==> src/rtl/fetch_unit.sv <==
// rtl/fetch_unit.sv - instruction fetch stage: PC sequencing, redirects, fetch register, halt on out-of-range PC
module fetch_unit #(
  parameter logic [31:0] RESET_PC   = 32'h0000_0000,
  parameter int          IMEM_WORDS = 32
) (
  input  logic        clk,
  input  logic        rst,
  input  logic        stall,
  input  logic        br_taken,
  input  logic [31:0] br_target,
  input  logic        jmp,
  input  logic [31:0] jmp_target,
  input  logic [31:0] imem_inst,
  output logic [31:0] imem_addr,
  output logic [31:0] if_inst,
  output logic [31:0] if_pc,
  output logic [31:0] if_pc4,
  output logic        if_valid,
  output logic        halted
);

  typedef enum logic [1:0] {
    START = 2'd0,
    RUN   = 2'd1,
    HALT  = 2'd2
  } state_t;

  // First byte address past the end of instruction memory.
  localparam logic [31:0] PC_LIMIT = 32'(IMEM_WORDS * 4);
  localparam logic [31:0] NOP      = 32'h0000_0000;

  state_t      state_q;
  logic [31:0] pc_q;
  logic [31:0] if_inst_q;
  logic [31:0] if_pc_q;
  logic [31:0] if_pc4_q;
  logic        if_valid_q;
  logic        halted_q;

  logic        redirect;
  logic [31:0] redir_pc;
  logic [31:0] pc_plus4;
  logic        pc_oob;

  // Jump wins over branch; targets are word-aligned by clearing the low two bits.
  assign redirect = jmp | br_taken;
  assign redir_pc = (jmp ? jmp_target : br_target) & 32'hFFFF_FFFC;
  assign pc_plus4 = pc_q + 32'd4;
  assign pc_oob   = (pc_q >= PC_LIMIT);

  // Fetch FSM: START is a single idle cycle, RUN fetches, HALT parks until a redirect.
  always_ff @(posedge clk or posedge rst) begin
    if (rst) begin
      state_q    <= START;
      pc_q       <= RESET_PC;
      if_inst_q  <= NOP;
      if_pc_q    <= 32'h0000_0000;
      if_pc4_q   <= 32'h0000_0000;
      if_valid_q <= 1'b0;
      halted_q   <= 1'b0;
    end else begin
      case (state_q)
        START: begin
          state_q <= RUN;
        end
        RUN: begin
          if (redirect) begin
            // Redirect overrides stall; if_pc/if_pc4 keep the last real fetch.
            pc_q       <= redir_pc;
            if_inst_q  <= NOP;
            if_valid_q <= 1'b0;
          end else if (!stall) begin
            if (pc_oob) begin
              if_inst_q  <= NOP;
              if_valid_q <= 1'b0;
              halted_q   <= 1'b1;
              state_q    <= HALT;
            end else begin
              if_inst_q  <= imem_inst;
              if_pc_q    <= pc_q;
              if_pc4_q   <= pc_plus4;
              if_valid_q <= 1'b1;
              pc_q       <= pc_plus4;
            end
          end
        end
        HALT: begin
          if (redirect) begin
            pc_q       <= redir_pc;
            if_inst_q  <= NOP;
            if_valid_q <= 1'b0;
            halted_q   <= 1'b0;
            state_q    <= RUN;
          end
        end
        default: begin
          state_q  <= START;
          halted_q <= 1'b0;
        end
      endcase
    end
  end

  assign imem_addr = pc_q;
  assign if_inst   = if_inst_q;
  assign if_pc     = if_pc_q;
  assign if_pc4    = if_pc4_q;
  assign if_valid  = if_valid_q;
  assign halted    = halted_q;

endmodule

==> config.mk <==
export PLATFORM = sky130hd
export DESIGN_NAME = fetch_unit
export DESIGN_NICKNAME = d
export VERILOG_FILES = /design/src/rtl/fetch_unit.sv
export SDC_FILE = /design/constraint.sdc
export NUM_CORES = 1
export LEC_CHECK = 0
export ABC_AREA = 1
export BUFFER_PORTS_ARGS = -buffer_cell sky130_fd_sc_hd__clkbuf_2
export CORE_UTILIZATION = 40
export CTS_CLUSTER_DIAMETER = 150
export DETAILED_ROUTE_END_ITERATION = 8
export GPL_TIMING_DRIVEN = 0
export HOLD_SLACK_MARGIN = 0.05
export PLACE_DENSITY_LB_ADDON = 0.2
export RECOVER_POWER = 25
export SYNTH_ARGS = -nofsm -noshare
export SYNTH_HDL_FRONTEND = slang
export SYNTH_SLANG_ARGS = --single-unit
==> constraint.sdc <==
create_clock -name clk -period 10.52 [get_ports clk]
set_input_delay 1.578 -clock clk [delete_from_list [all_inputs] [get_ports clk]]
set_output_delay 1.578 -clock clk [all_outputs]
set_load 0.05 [all_outputs]
==> metrics.md <==
| Metric | Value |
|---|---|
| Post-synthesis cell count | `823` |
| Fraction of registers with async set/reset | `1.00` |
| Vias per cell | `4.59` |
| Yosys warns | `0` |
| Post-layout util | `0.548` |
| CTS H-Tree Depth | `4` |
| Psw | `846 uW` |
| Ratio of cells with drive above 1 in the final layout | `0.272` |
| Crit end category | `async pin` |
| Resized cells post-CTS | `0` |
| WHS Path Cells | `2` |
| Synth area leader | `dfrtp_1` |
| ANT cells | `0` |
| Outcome | `finished, violations left` |
| Worst path arrival time | `3.23 ns` |
| Synth cell types | `24` |
| Largest net degree at the start of global routing | `69` |
| Number of global-route vias before repair | `5563` |
| Reg-to-Reg Start | `state_q[0]` |
| Final Max Tran Viols | `59` |
| Clk root buf | `clkbuf_16` |
| CTS sink count | `126` |
| Clock power share | `0.290` |
| Layout area overhead | `31.8%` |
| Postcts setup bufs | `0` |
| Proportion of synthesized area in mux cells | `0` |
| Top-count cell post-synth | `nand2_1` |
| Worst slew pin tran | `2.71 ns` |
| Pleak | `4.67 nW` |
| Avg Inst Size Synth | `7.43 um2` |
| Failing checks | `DRC, capacitance limit, slew limit` |
| # fillers | `1479` |
| Largest family of logic cells by synthesized area | `simple AND/OR/NAND/NOR gates` |
| Ranking of synthesized cells by area | `dfrtp_1, nand2_1, nor2_1, inv_1, nand3_1` |
| TritonCTS clock tree | `built` |
| CTS buffer count | `17` |
| CP startpoint | `rst` |
| Pre-CTS setup slack | `7.43 ns` |
| R2r worst-path depth | `7` |
| Die Area | `15800 um2` |
| WL/cell | `13.5 um` |
| Largest vdd supply drop | `0.000190 V` |
| Starting DRT DRC Count | `276` |
| Vias post-DR | `5812` |
| Post-synthesis xor/xnor area fraction | `0.00716` |
| Compound-Gate Fraction of Synth Area | `0.0452` |
| Final WS setup | `7.38 ns` |
| Placed cell count | `1233` |
| Initial antenna violation count | `0` |
| Die H | `126 um` |
| Top-Level Pins | `231` |
| Final worst-path cycle share | `0.299` |
| Routed Antenna Nets | `0` |
| Worst-Skew Late Latency | `0.41 ns` |
| DRC Markers | `17` |
| Post-CTS Hold Fix Bufs | `0` |
| Final Hold Fails | `0` |
| CP required | `10.61 ns` |
| Final GP Congestion | `0.920` |
| Synth Area in Adders | `0.00409` |
| Delay-heaviest family, CP | `buffers and inverters` |
| Simple-Gate Fraction of Synth Area | `0.329` |
| First drt pass iteration count | `9` |
| Final WL | `17000 um` |
| Int Power | `1.05 mW` |
| Final setup TNS | `0 ns` |
| Hold WC Path Type | `reg -> reg` |
| Combinational Power Share | `0.363` |
| CP Launch Type | `primary input` |
| Crit-path max cell delay | `1.52 ns` |
| HPWL Detailed | `13000 um` |
| Clock skew | `0.00472 ns` |
| Port bufs | `220` |
| Clk buf depth | `2` |
| RSZ-0062 raised after global routing | `false` |
| Flop pwr share | `0.348` |
| Most used DFF post-synth | `dfrtp_1` |
| Overall routing resource usage | `0.227` |
| Net Sw Frac | `0.447` |
| Commonest cells post-synth | `nand2_1, nor2_1, dfrtp_1` |
| MaxCap Viol Count | `1` |
| EDFF count, synth | `0` |
| PD cells | `235 nW/um2` |
| Final std cells w/o fill | `1265` |
| First-pass GRT wire length | `28000 um` |
| Critical Path, Cell by Cell | `clkbuf_2 -> clkinvlp_2` |
| Critical setup path kind | `in -> async` |
| Total of flip-flops plus latches after synthesis | `126` |
| Final nets | `1171` |
| CP max FO | `59` |
| Finish-stage setup viols | `0` |
| Grt ovf | `0` |
| Worst Hold Launch | `if_pc4[3]` |
| FP Rows | `44` |
| Slew margin rel. | `-0.816` |
| Post-synthesis cell area | `6110 um2` |
| Levels on crit path | `2` |
| Clk pin slew, worst setup/hold paths | `0.06 ns` |
| Highest clock rate | `0.318 GHz` |
| Area share of the largest cell type after synthesis | `0.516` |
| Register area share after synthesis | `0.516` |
| Core area | `14700 um2` |
| Die width | `126 um` |
| WP buf/inv | `2` |
| Initial Util | `0.416` |
| Crit-path slowest cell | `clkinvlp_2` |
| Tmin final | `3.14 ns` |
-- flip-flops by register name (all words and copies together) (netlist names) --
signal	flops
if_pc	30
imem_addr	30
halted	1
if_valid	1
if_pc4	30
if_inst	32
state_q	2
-- path summary, 6_finish.rpt --
| kind | slack, ns | endpoint |
|---|---|---|
| max | 7.38 | imem_addr[15] |
| min | 0.48 | if_pc4[3] |
| max reg2reg | 8.60 | imem_addr[19] |
| min reg2reg | 0.48 | if_pc4[3] |
| max in group clk | 7.72 | imem_addr[4] |
| min in group asynchronous | 1.91 | if_inst[0] |
-- power by group through the flow --
stage	logic, mW	registers, mW	clock network, mW
6_report	0.688	0.659	0.549
5_1_grt	0.752	0.673	0.585
4_1_cts	0.692	0.658	0.563
3_5_place_dp	0.689	0.666	0
3_3_place_gp	0.683	0.666	0
2_1_floorplan	0.275	0.875	0
-- cells by family (layout without fill, tap and decap cells) --
| family | after synthesis | in the layout |
|---|---|---|
| buffers and inverters | 142 | 395 |
| adders and majority gates | 2 | 2 |
| xor gates and xnor gates | 5 | 5 |
| DFF | 126 | 126 |
| other | 1 | 6 |
| AOI/OAI and AO/OA | 51 | 51 |
| and+or+nand+nor | 496 | 496 |
-- layer usage --
| metal | global-route usage | up-vias | routed length [um] |
|---|---|---|---|
| li1 | - | 3010 | - |
| met1 | 0.293 | 2599 | 7620 |
| met2 | 0.373 | 176 | 8010 |
| met3 | 0.0493 | 27 | 958 |
| met4 | 0.0918 | 0 | 433 |
| met5 | 0 | - | 0 |
-- per-stage QoR --
stage               hold WS (ns)  cell area, um2  power, mW
floorplan                  0.540            6130       1.15
global route               0.493            8060       2.01
CTS                        0.481            8060       1.91
detailed placement         0.465            7500       1.36
global placement           0.455            7460       1.35
finish                     0.476            8060       1.90
-- layout make-up --
cell class	instances	area [um2]	area share
Buffer	39	213	0.0264
Clock buffer	17	425	0.0528
Clock inverter	15	138	0.0171
Inverter	103	388	0.0482
Multi-Input combinational cell	560	2380	0.295
Sequential cell	126	3150	0.391
Tap cell	184	230	0.0286
Timing Repair Buffer	221	1130	0.140
-- placed cells by master (no fill, tap or decap), types with 2 or more instances in the layout --
cell,Yosys,routed
nand2_1,278,278
clkbuf_2,0,220
nor2_1,127,127
dfrtp_1,126,126
inv_1,102,101
nand3_1,75,75
o21ai_0,27,27
buf_2,20,20
o21ai_1,18,18
clkbuf_16,0,17
buf_4,11,11
nand4_1,10,10
clkbuf_1,8,8
conb_1,1,6
xor2_1,5,5
inv_6,0,4
clkinv_4,0,4
nor2_2,3,3
clkinvlp_4,0,3
clkinv_2,0,3
o21ai_2,2,2
ha_1,2,2
(Power assumes the default switching activity.)
